**src/rtl/conv_pkg.sv**
```systemverilog
// ---------------------------------------------------------------------------
// conv_pkg
// Shared definitions for the serial convolution scheduler (conv_sched) and its
// tap counter chain (conv_tap_cnt):
//   - default layer geometry (image size, kernel size, kernel count)
//   - derived output geometry and total tap count for the defaults
//   - counter/address width localparams for the defaults
//   - the layer FSM state encoding
// No ports (package).
// ---------------------------------------------------------------------------
package conv_pkg;

  // Width of a counter that must hold 0..v-1; never narrower than one bit so
  // that degenerate sizes (v = 1) still give legal vectors.
  function automatic int clog2w(input int v);
    return (v < 2) ? 1 : $clog2(v);
  endfunction

  localparam int DEF_IMG_X    = 28;
  localparam int DEF_IMG_Y    = 28;
  localparam int DEF_KER      = 5;
  localparam int DEF_N_KERNEL = 8;

  localparam int DEF_OUT_X = DEF_IMG_X - DEF_KER + 1;
  localparam int DEF_OUT_Y = DEF_IMG_Y - DEF_KER + 1;
  localparam int DEF_T     = DEF_N_KERNEL * DEF_OUT_X * DEF_OUT_Y * DEF_KER * DEF_KER;

  localparam int DEF_DX_W = clog2w(DEF_IMG_X);
  localparam int DEF_DY_W = clog2w(DEF_IMG_Y);
  localparam int DEF_K_W  = clog2w(DEF_N_KERNEL);
  localparam int DEF_T_W  = clog2w(DEF_KER);
  localparam int DEF_OX_W = clog2w(DEF_OUT_X);
  localparam int DEF_OY_W = clog2w(DEF_OUT_Y);

  typedef enum logic [1:0] {
    IDLE  = 2'd0,
    RUN   = 2'd1,
    DRAIN = 2'd2,
    DONE  = 2'd3
  } state_t;

endpackage

```
**src/rtl/conv_tap_cnt.sv**
```systemverilog
// ---------------------------------------------------------------------------
// conv_tap_cnt
// Nested wrap/carry counter chain that walks every tap of a convolution layer
// in the order kernel, x, y, i, j (outermost to innermost).
// Ports:
//   clk, rst      clock, synchronous active-high reset
//   clear         synchronous return of every counter to 0
//   advance       step to the next tap (j increments, carries outward)
//   kernel,x,y    current kernel and output position
//   i,j           current tap inside the KER x KER window
//   first_tap     current tap is i=0, j=0 (window start)
//   last_tap      current tap is i=KER-1, j=KER-1 (window end)
//   last_all      current tap is the final tap of the whole layer
// ---------------------------------------------------------------------------
module conv_tap_cnt
  import conv_pkg::*;
#(
  parameter int N_KERNEL = DEF_N_KERNEL,
  parameter int OUT_X    = DEF_OUT_X,
  parameter int OUT_Y    = DEF_OUT_Y,
  parameter int KER      = DEF_KER
) (
  input  logic                         clk,
  input  logic                         rst,
  input  logic                         clear,
  input  logic                         advance,
  output logic [clog2w(N_KERNEL)-1:0]  kernel,
  output logic [clog2w(OUT_X)-1:0]     x,
  output logic [clog2w(OUT_Y)-1:0]     y,
  output logic [clog2w(KER)-1:0]       i,
  output logic [clog2w(KER)-1:0]       j,
  output logic                         first_tap,
  output logic                         last_tap,
  output logic                         last_all
);

  localparam int NKW = clog2w(N_KERNEL);
  localparam int XW  = clog2w(OUT_X);
  localparam int YW  = clog2w(OUT_Y);
  localparam int TW  = clog2w(KER);

  localparam logic [NKW-1:0] K_LAST = NKW'(N_KERNEL - 1);
  localparam logic [XW-1:0]  X_LAST = XW'(OUT_X - 1);
  localparam logic [YW-1:0]  Y_LAST = YW'(OUT_Y - 1);
  localparam logic [TW-1:0]  T_LAST = TW'(KER - 1);

  localparam logic [NKW-1:0] K_ONE = NKW'(1);
  localparam logic [XW-1:0]  X_ONE = XW'(1);
  localparam logic [YW-1:0]  Y_ONE = YW'(1);
  localparam logic [TW-1:0]  T_ONE = TW'(1);

  logic j_wrap_s;
  logic i_wrap_s;
  logic y_wrap_s;
  logic x_wrap_s;

  assign j_wrap_s = (j == T_LAST);
  assign i_wrap_s = (i == T_LAST);
  assign y_wrap_s = (y == Y_LAST);
  assign x_wrap_s = (x == X_LAST);

  assign first_tap = (i == {TW{1'b0}}) && (j == {TW{1'b0}});
  assign last_tap  = i_wrap_s && j_wrap_s;
  assign last_all  = last_tap && y_wrap_s && x_wrap_s && (kernel == K_LAST);

  // Counter chain: each level wraps at its limit and carries one level out.
  // The final advance of a layer wraps everything back to 0.
  always_ff @(posedge clk) begin
    if (rst || clear) begin
      kernel <= {NKW{1'b0}};
      x      <= {XW{1'b0}};
      y      <= {YW{1'b0}};
      i      <= {TW{1'b0}};
      j      <= {TW{1'b0}};
    end else if (advance) begin
      if (j_wrap_s) begin
        j <= {TW{1'b0}};
        if (i_wrap_s) begin
          i <= {TW{1'b0}};
          if (y_wrap_s) begin
            y <= {YW{1'b0}};
            if (x_wrap_s) begin
              x      <= {XW{1'b0}};
              kernel <= (kernel == K_LAST) ? {NKW{1'b0}} : kernel + K_ONE;
            end else begin
              x <= x + X_ONE;
            end
          end else begin
            y <= y + Y_ONE;
          end
        end else begin
          i <= i + T_ONE;
        end
      end else begin
        j <= j + T_ONE;
      end
    end else begin
      kernel <= kernel;
    end
  end

endmodule

```
**src/rtl/conv_sched.sv**
```systemverilog
// ---------------------------------------------------------------------------
// conv_sched
// Sequencer for a time-multiplexed convolution engine. For every kernel and
// output position it issues one image/weight read per tap, drives clear/enable
// to a single shared MAC one cycle later (memory latency is 1), and strobes
// the finished sum into the result store one cycle after the last tap's MAC.
//
// Optional feature macro: CONV_SCHED_STALL_EN
//   defined   : mem_ready=0 while running suppresses rd_en and holds the tap
//               counters; MAC and result stages keep draining.
//   undefined : mem_ready is ignored, the scheduler never stalls.
//
// Ports:
//   clk, rst             clock, synchronous active-high reset
//   start                one-cycle request to run a full layer (IDLE only)
//   mem_ready            read memories can accept a read this cycle
//   busy                 run in progress
//   done                 one-cycle pulse when the layer is complete
//   rd_en                read strobe for data and weight memories
//   data_x, data_y       image address x+i, y+j (valid with rd_en)
//   w_kernel, w_i, w_j   weight bank and tap select (valid with rd_en)
//   mac_clear            MAC loads the product instead of accumulating
//   mac_en               MAC operand valid
//   result_we            write accumulated sum
//   res_kernel/x/y       result address (valid with result_we)
// ---------------------------------------------------------------------------
module conv_sched
  import conv_pkg::*;
#(
  parameter int IMG_X    = DEF_IMG_X,
  parameter int IMG_Y    = DEF_IMG_Y,
  parameter int KER      = DEF_KER,
  parameter int N_KERNEL = DEF_N_KERNEL
) (
  input  logic                                clk,
  input  logic                                rst,
  input  logic                                start,
  input  logic                                mem_ready,
  output logic                                busy,
  output logic                                done,
  output logic                                rd_en,
  output logic [clog2w(IMG_X)-1:0]            data_x,
  output logic [clog2w(IMG_Y)-1:0]            data_y,
  output logic [clog2w(N_KERNEL)-1:0]         w_kernel,
  output logic [clog2w(KER)-1:0]              w_i,
  output logic [clog2w(KER)-1:0]              w_j,
  output logic                                mac_clear,
  output logic                                mac_en,
  output logic                                result_we,
  output logic [clog2w(N_KERNEL)-1:0]         res_kernel,
  output logic [clog2w(IMG_X-KER+1)-1:0]      res_x,
  output logic [clog2w(IMG_Y-KER+1)-1:0]      res_y
);

  localparam int OUT_X = IMG_X - KER + 1;
  localparam int OUT_Y = IMG_Y - KER + 1;
  localparam int DXW   = clog2w(IMG_X);
  localparam int DYW   = clog2w(IMG_Y);
  localparam int NKW   = clog2w(N_KERNEL);
  localparam int TW    = clog2w(KER);
  localparam int XW    = clog2w(OUT_X);
  localparam int YW    = clog2w(OUT_Y);

  state_t          state_r;
  state_t          next_state_s;
  logic            drain_cnt_r;
  logic            ready_s;
  logic            issue_s;
  logic            cnt_clear_s;

  logic [NKW-1:0]  cnt_k_s;
  logic [XW-1:0]   cnt_x_s;
  logic [YW-1:0]   cnt_y_s;
  logic [TW-1:0]   cnt_i_s;
  logic [TW-1:0]   cnt_j_s;
  logic            first_tap_s;
  logic            last_tap_s;
  logic            last_all_s;

  logic            busy_r;
  logic            done_r;
  logic            mac_en_r;
  logic            mac_clear_r;
  logic            s1_last_r;
  logic [NKW-1:0]  s1_k_r;
  logic [XW-1:0]   s1_x_r;
  logic [YW-1:0]   s1_y_r;
  logic            result_we_r;
  logic [NKW-1:0]  res_k_r;
  logic [XW-1:0]   res_x_r;
  logic [YW-1:0]   res_y_r;

`ifdef CONV_SCHED_STALL_EN
  assign ready_s = mem_ready;
`else
  logic unused_mem_ready;
  assign unused_mem_ready = mem_ready;
  assign ready_s          = 1'b1;
`endif

  // A tap is issued in every RUN cycle the memories can accept it.
  assign issue_s     = (state_r == RUN) && ready_s;
  assign cnt_clear_s = (state_r == IDLE) && start;

  conv_tap_cnt #(
    .N_KERNEL (N_KERNEL),
    .OUT_X    (OUT_X),
    .OUT_Y    (OUT_Y),
    .KER      (KER)
  ) u_tap_cnt (
    .clk       (clk),
    .rst       (rst),
    .clear     (cnt_clear_s),
    .advance   (issue_s),
    .kernel    (cnt_k_s),
    .x         (cnt_x_s),
    .y         (cnt_y_s),
    .i         (cnt_i_s),
    .j         (cnt_j_s),
    .first_tap (first_tap_s),
    .last_tap  (last_tap_s),
    .last_all  (last_all_s)
  );

  // Read side comes straight from the counter registers; x+i never exceeds
  // IMG_X-1 because x stops at OUT_X-1 and i at KER-1.
  assign rd_en    = issue_s;
  assign data_x   = DXW'(cnt_x_s) + DXW'(cnt_i_s);
  assign data_y   = DYW'(cnt_y_s) + DYW'(cnt_j_s);
  assign w_kernel = cnt_k_s;
  assign w_i      = cnt_i_s;
  assign w_j      = cnt_j_s;

  assign busy       = busy_r;
  assign done       = done_r;
  assign mac_en     = mac_en_r;
  assign mac_clear  = mac_clear_r;
  assign result_we  = result_we_r;
  assign res_kernel = res_k_r;
  assign res_x      = res_x_r;
  assign res_y      = res_y_r;

  // Layer FSM next-state; start is only honoured in IDLE.
  always_comb begin
    next_state_s = state_r;
    case (state_r)
      IDLE: begin
        if (start) begin
          next_state_s = RUN;
        end else begin
          next_state_s = IDLE;
        end
      end
      RUN: begin
        if (issue_s && last_all_s) begin
          next_state_s = DRAIN;
        end else begin
          next_state_s = RUN;
        end
      end
      DRAIN: begin
        // Two cycles: one for the last MAC, one for its result write.
        if (drain_cnt_r) begin
          next_state_s = DONE;
        end else begin
          next_state_s = DRAIN;
        end
      end
      DONE: begin
        next_state_s = IDLE;
      end
      default: begin
        next_state_s = IDLE;
      end
    endcase
  end

  // State register plus busy/done registered from the next state.
  always_ff @(posedge clk) begin
    if (rst) begin
      state_r     <= IDLE;
      drain_cnt_r <= 1'b0;
      busy_r      <= 1'b0;
      done_r      <= 1'b0;
    end else begin
      state_r     <= next_state_s;
      drain_cnt_r <= (state_r == DRAIN) ? ~drain_cnt_r : 1'b0;
      busy_r      <= (next_state_s == RUN) || (next_state_s == DRAIN);
      done_r      <= (next_state_s == DONE);
    end
  end

  // Two-stage pipeline: stage 1 lines up with read data (MAC operands),
  // stage 2 with the accumulated sum of a finished window.
  always_ff @(posedge clk) begin
    if (rst) begin
      mac_en_r    <= 1'b0;
      mac_clear_r <= 1'b0;
      s1_last_r   <= 1'b0;
      s1_k_r      <= {NKW{1'b0}};
      s1_x_r      <= {XW{1'b0}};
      s1_y_r      <= {YW{1'b0}};
      result_we_r <= 1'b0;
      res_k_r     <= {NKW{1'b0}};
      res_x_r     <= {XW{1'b0}};
      res_y_r     <= {YW{1'b0}};
    end else begin
      mac_en_r    <= issue_s;
      mac_clear_r <= issue_s && first_tap_s;
      s1_last_r   <= issue_s && last_tap_s;
      s1_k_r      <= cnt_k_s;
      s1_x_r      <= cnt_x_s;
      s1_y_r      <= cnt_y_s;
      result_we_r <= mac_en_r && s1_last_r;
      res_k_r     <= s1_k_r;
      res_x_r     <= s1_x_r;
      res_y_r     <= s1_y_r;
    end
  end

endmodule

```
**config.mk**
```make
export PLATFORM = sky130hd
export DESIGN_NAME = conv_sched
export DESIGN_NICKNAME = d
export VERILOG_FILES = /design/src/rtl/conv_pkg.sv /design/src/rtl/conv_tap_cnt.sv /design/src/rtl/conv_sched.sv
export SDC_FILE = /design/constraint.sdc
export NUM_CORES = 1
export LEC_CHECK = 0
export BUFFER_PORTS_ARGS = -buffer_cell sky130_fd_sc_hd__buf_2
export CORE_MARGIN = 4
export CORE_UTILIZATION = 30
export CTS_CLUSTER_SIZE = 20
export DETAILED_ROUTE_END_ITERATION = 12
export GPL_ROUTABILITY_DRIVEN = 0
export PLACE_DENSITY = 0.56
export SETUP_SLACK_MARGIN = 0.02
export SYNTH_ARGS = -nofsm -noshare
export SYNTH_HDL_FRONTEND = slang
export SYNTH_SLANG_ARGS = --single-unit
export TNS_END_PERCENT = 10
```
**constraint.sdc**
```tcl
create_clock -name clk -period 3 [get_ports clk]
set_input_delay 0.15 -clock clk [delete_from_list [all_inputs] [get_ports clk]]
set_output_delay 0.15 -clock clk [all_outputs]
set_load 0.005 [all_outputs]
```
; Word-level counts from Yosys, hierarchy flattened
; Cells that the tools add are included.
[word_totals]
reg_bits = 54
out_inout_bits = 38
[op_classes]
add_sub_neg = 7
n_eq_ne = 11
muxes = 9
bitwise = 2
n_reduce_logical = 20
[op_table]
columns = cell, count
row1 = 5-bit by 1-bit adder with 5-bit output (second input constant), 2
row2 = 5-bit by 3-bit adder with 5-bit output, 2
row3 = 5-bit equality test (second input constant), 2
row4 = 1-bit logical AND, 10
row5 = 5-bit 2-to-1 mux, 2
row6 = 3-bit by 1-bit adder with 3-bit output (second input constant), 3
row7 = 3-bit equality test (second input constant), 3
row8 = 3-bit 2-to-1 mux, 3
row9 = 2-bit equality test (second input constant), 4
row10 = 2-bit one-hot mux with 4 select lines, 1
row11 = 3-bit logical NOT, 2
row12 = 5-bit AND reduction, 1
row13 = 2-bit by 1-bit equality test with 1-bit output (second input constant), 2
row14 = 4-bit AND reduction, 1
row15 = 3-bit AND reduction, 1
row16 = 2-bit logical NOT, 1
row17 = 1-bit logical OR, 2
row18 = 1-bit 2-to-1 mux, 2
row19 = 2-bit 2-to-1 mux, 1
row20 = 1-bit inverter, 2
row21 = 2-bit AND reduction, 1
row22 = 2-bit OR reduction, 1

; Depth between registers and ports, before layout
[depth]
word_depth = 10
mapped_depth = 7
mapped_depth_nobuf = 7

; By module
; Synthesis repeated with hierarchy kept, for this count alone.
[unflattened]
cells_unflattened = 224
area_unflattened_um2 = 2292.2
[by_module_without_submodules]
columns = module, instances, cells_per_inst, area_per_inst_um2
row1 = conv_sched, 1, 110, 1252.5
row2 = conv_tap_cnt, 1, 114, 1039.7

; Worst setup path before layout
; OpenSTA, ideal clock, no wires.
[synth_path]
path_kind = register -> register
start = register u_tap_cnt.i[1]
end = register busy_r, in the netlist busy
arrival_time_ns = 1.820
required_time_ns = 2.872
setup_slack_ns = 1.052
path_stages_with_launch = 8
n_path_buf = 0
period_less_slack_ns = 1.948
cell_sequence = dfxtp_1 > inv_1 > ha_1 > nand4_1 > nor4_4 > a21o_1 > ha_1 > nor2b_1
[synth_via]
elab_chain_len = 10
elab_cells_between_ends = 11
[synth_rtl]
columns = item, line
row1 = start: declaration, conv_tap_cnt.sv:30  ; output logic [clog2w(KER)-1:0] i,
row2 = start signal: assignment, conv_tap_cnt.sv:73  ; i <= {TW{1'b0}};
row3 = start signal: assignment, conv_tap_cnt.sv:79  ; i <= {TW{1'b0}};
row4 = start signal: assignment, conv_tap_cnt.sv:92  ; i <= i + T_ONE;
row5 = 3-bit equality test (*), conv_tap_cnt.sv:58  ; assign i_wrap_s = (i == T_LAST);
row6 = 1-bit logical AND (*), conv_tap_cnt.sv:63  ; assign last_tap = i_wrap_s && j_wrap_s;
row7 = 1-bit logical AND (*) (3 in series), conv_tap_cnt.sv:64  ; assign last_all = last_tap && y_wrap_s && x_wrap_s && (kernel == K_LAST);
row8 = 1-bit logical AND (*), conv_sched.sv:155  ; if (issue_s && last_all_s) begin
row9 = 2-bit 2-to-1 mux (*), conv_sched.sv:155
row10 = 2-bit one-hot mux with 4 select lines (*), conv_sched.sv:146  ; case (state_r)
row11 = net next_state_s[1], conv_sched.sv:65  ; state_t next_state_s;
row12 = 2-bit by 1-bit equality test with 1-bit output or 2-bit equality test (tied branches), conv_sched.sv:188  ; busy_r <= (next_state_s == RUN) || (next_state_s == DRAIN);
row13 = 1-bit logical OR (*), conv_sched.sv:188
row14 = end signal: assignment, conv_sched.sv:188
row15 = end: declaration, conv_sched.sv:80  ; logic busy_r;
; Mark *: on every way through the listed nets, which the timed path passes. The rest lies on a longest branch.
; A chain may end at the register's enable or synchronous reset.

; Worst setup path in the final report
[layout_path]
start = register u_tap_cnt.j[1]
end = register busy_r, in the netlist busy
[layout_via]
elab_chain_len = 10
elab_cells_between_ends = 11
[layout_rtl]
columns = item, line
row1 = start: declaration, conv_tap_cnt.sv:31  ; output logic [clog2w(KER)-1:0] j,
row2 = start signal: assignment, conv_tap_cnt.sv:74  ; j <= {TW{1'b0}};
row3 = start signal: assignment, conv_tap_cnt.sv:77  ; j <= {TW{1'b0}};
row4 = start signal: assignment, conv_tap_cnt.sv:95  ; j <= j + T_ONE;
row5 = 3-bit equality test (*), conv_tap_cnt.sv:57  ; assign j_wrap_s = (j == T_LAST);
row6 = 1-bit logical AND (*), conv_tap_cnt.sv:63
row7 = 1-bit logical AND (*) (3 in series), conv_tap_cnt.sv:64
row8 = 1-bit logical AND (*), conv_sched.sv:155
row9 = 2-bit 2-to-1 mux (*), conv_sched.sv:155
row10 = 2-bit one-hot mux with 4 select lines (*), conv_sched.sv:146
row11 = net next_state_s[1], conv_sched.sv:65
row12 = 2-bit by 1-bit equality test with 1-bit output or 2-bit equality test (tied branches), conv_sched.sv:188
row13 = 1-bit logical OR (*), conv_sched.sv:188
; Marked as above.

==> metrics.txt <==
Max Root-Sink Buffers=2; ANT cells=0; Non-Filler Instances=370; hold endpoint=s1_y_r[1]; yosys warns=0; Place WS=about 740 ps; DIE AREA=between 9000 and 10,000 µm²; P&R area growth vs syn=16.92%; WL/cell=11.93 µm; endpoints failing setup=0; Final HPWL DP=about 3200 µm; worst hold path class=primary input to flip-flop; register bit total from synthesis=between 50 and 60; Max-cap violations=0; I/O Buffers=40; Yosys cell types=34; outcome=finished clean; Final nets=around 290; max-slew violation count=0; iteration-0 DRC count of the detailed router=60; worst r2r path cells=7; Max Fclk=around 0.45 GHz; boundary pin count=42; pwr dens=between 400 and 500 nW/µm²; Area after DPL=between 2000 and 3000 µm²; first-pass GRT wire length=between 7000 and 8000 µm; pin count of the biggest net entering global routing=33; Final Worst Setup Slack=~750 ps; Worst Min Path Start=rst; minimum clock period=about 2200 ps; Total Power=between 1 and 1.5 mW; cell area after layout=~2700 µm²; Worst Hold Depth=2; CP Launch Type=flip-flop; Post-Synthesis Cells=234; Post-Syn Nets=255; postcts setup bufs=0; antenna violations before repair=0; Layout Skew=8.503 ps; hold_buf cts=0; clock sink count=54; Slew @ Worst Pin=583.8 ps; Hold Vio Cnt, Final=0; CTS clock-pin slew for the worst setup and hold paths=about 90 ps; CTS tree=built; crit path max fanout=7; fraction of the cycle the final worst path needs=74.87%; Pre-Repair DR Iteration Count=4; vias in the first global route=1,564; Static Leak=around 1.2 nW; Worst Path Class, Setup=flip-flop to flip-flop; placed insts=between 300 and 400; Fillers=749; CP Data Required Time=3170 ps; Root Buffer Master=clkbuf_8; Syn Std Cell Area=around 2300 µm²; total wire length=around 4400 µm; Post-CTS Resized=0; CTS buffer count=5; grt total ovfl=0; DRC=0; DRT antenna net count=0; vias per cell=~4.4; core area=7331 µm²; Max-Slew Margin vs Limit=approximately 61%; reg-to-reg startpoint=u_tap_cnt.j[1]; GRT Total Usage=between 10% and 20%; row cnt=31; final core occ=a little over a third; Seq/Total Area, Yosys=a little under half; Die Ht=~95 µm; arrival time worst endpoint=roughly 2400 ps; Die X=95.41 µm; Critical Path Sink Type=flip-flop; Max IR drop VDD=about 0.19 mV; RSZ-0062 raised after global routing=false; H-tree lvl count=2; setup TNS=0 ps; Clock Latency Late Sink=300 ps; Worst R2R End=busy; worst hold margin=299.7 ps; Starting Density=about 31%; layout cells sized above 1=18.45%; via count=between 1,500 and 2,000; average cell area after synthesis=around 9.8 µm²; FF-to-FF setup slack=between 700 and 800 ps
-- worst max-delay path, stage by stage, from the launching register on --
cell     delay, ps
dfxtp_1        360
inv_1          110
ha_1           250
nand4_1        340
nor4_4         520
a21o_1         190
ha_1           220
nor2b_1        120
-- layout make-up --
type | count | area (µm²) | share of cell area [%]
clock inverters | 2 | 37.54 | 1.401
multi-input cells | 153 | 1105 | 41.22
well taps | 99 | 123.9 | 4.622
inverters | 16 | 60.06 | 2.241
clock buffers | 6 | 72.57 | 2.708
flip-flops and latches | 54 | 1081 | 40.34
repair buffers | 40 | 200.2 | 7.470
-- state kept, by name (all words and copies together), names as in the netlist, 5 cells and up --
name         cells
res_x            5
u_tap_cnt.x      5
u_tap_cnt.y      5
s1_x_r           5
res_y            5
s1_y_r           5
-- cell families (layout without fill, tap and decap cells) --
| family | count (synthesis) | in the layout | share of synthesized area (%) |
|---|---|---|---|
| adder cells (fa/ha/maj) | 17 | 17 | 9.935 |
| AND/OR/NAND/NOR | 95 | 95 | 25.16 |
| flip-flops | 54 | 54 | 47.16 |
| AO/OA/AOI/OAI | 25 | 25 | 6.550 |
| XOR/XNOR | 8 | 8 | 3.057 |
| buffers and inverters | 27 | 64 | 4.640 |
| multiplexers | 8 | 8 | 3.494 |
-- power by group --
part           internal [mW]  switching, mW
sequential             0.721        0.00467
combinational         0.0142         0.0326
clock                  0.249          0.227
-- cells in the mapped netlist (all sizes together) --
| library cell | instances | share of area [%] |
|---|---|---|
| o21ai | 6 | 1.3 |
| and3 | 1 | 0.27 |
| xnor2 | 8 | 3.1 |
| nand3b | 2 | 0.65 |
| o31ai | 3 | 0.98 |
| dfxtp | 54 | 47 |
| or4b | 1 | 0.44 |
| inv | 16 | 2.6 |
| nor2 | 10 | 1.6 |
| a21o | 3 | 0.98 |
| a21oi | 10 | 2.2 |
| nor3b | 1 | 0.33 |
| or3b | 1 | 0.38 |
| nor3 | 4 | 0.87 |
| mux2i | 8 | 3.5 |
| nor4 | 6 | 2.3 |
| nand3 | 15 | 3.3 |
| a211oi | 1 | 0.33 |
| buf | 5 | 1.0 |
| nand4 | 2 | 0.55 |
| nor2b | 29 | 7.9 |
| nand4b | 7 | 2.9 |
| clkbuf | 6 | 0.98 |
| fa | 2 | 1.7 |
| or4 | 3 | 0.98 |
| nand2 | 10 | 1.6 |
| a2bb2oi | 1 | 0.38 |
| nand2b | 2 | 0.55 |
| ha | 15 | 8.2 |
| a22o | 1 | 0.38 |
| and4b | 1 | 0.44 |
-- how the worst max path moves through the flow --
stage,from,end
final,u_tap_cnt.j[1],busy
after global routing,u_tap_cnt.i[1],busy
after CTS,u_tap_cnt.j[1],busy
after detailed placement,u_tap_cnt.i[1],busy
after global placement,u_tap_cnt.j[1],busy
after floorplan,u_tap_cnt.i[1],busy
-- cell usage in the layout (no fill, tap or decap), types with 4 or more instances in the layout --
master and instances:
a21oi_1 10, buf_2 40, clkbuf_8 5, dfxtp_1 54, ha_1 15, inv_1 16
mux2i_1 8, nand2_1 10, nand3_1 15, nand4b_1 6, nor2_1 10, nor2b_1 29
nor3_1 4, nor4_1 5, o21ai_0 6, xnor2_1 8
-- metal layers --
layer  GRT usage, %  share of wire [%]  vias up
met5              0                  0        -
met4          3.910                1.6        0
met3          3.078                6.1        6
met2          15.98                 42       38
met1          14.26                 51      703
li1               -                  -      868
No activity file was read; power rests on OpenSTA's default activity.
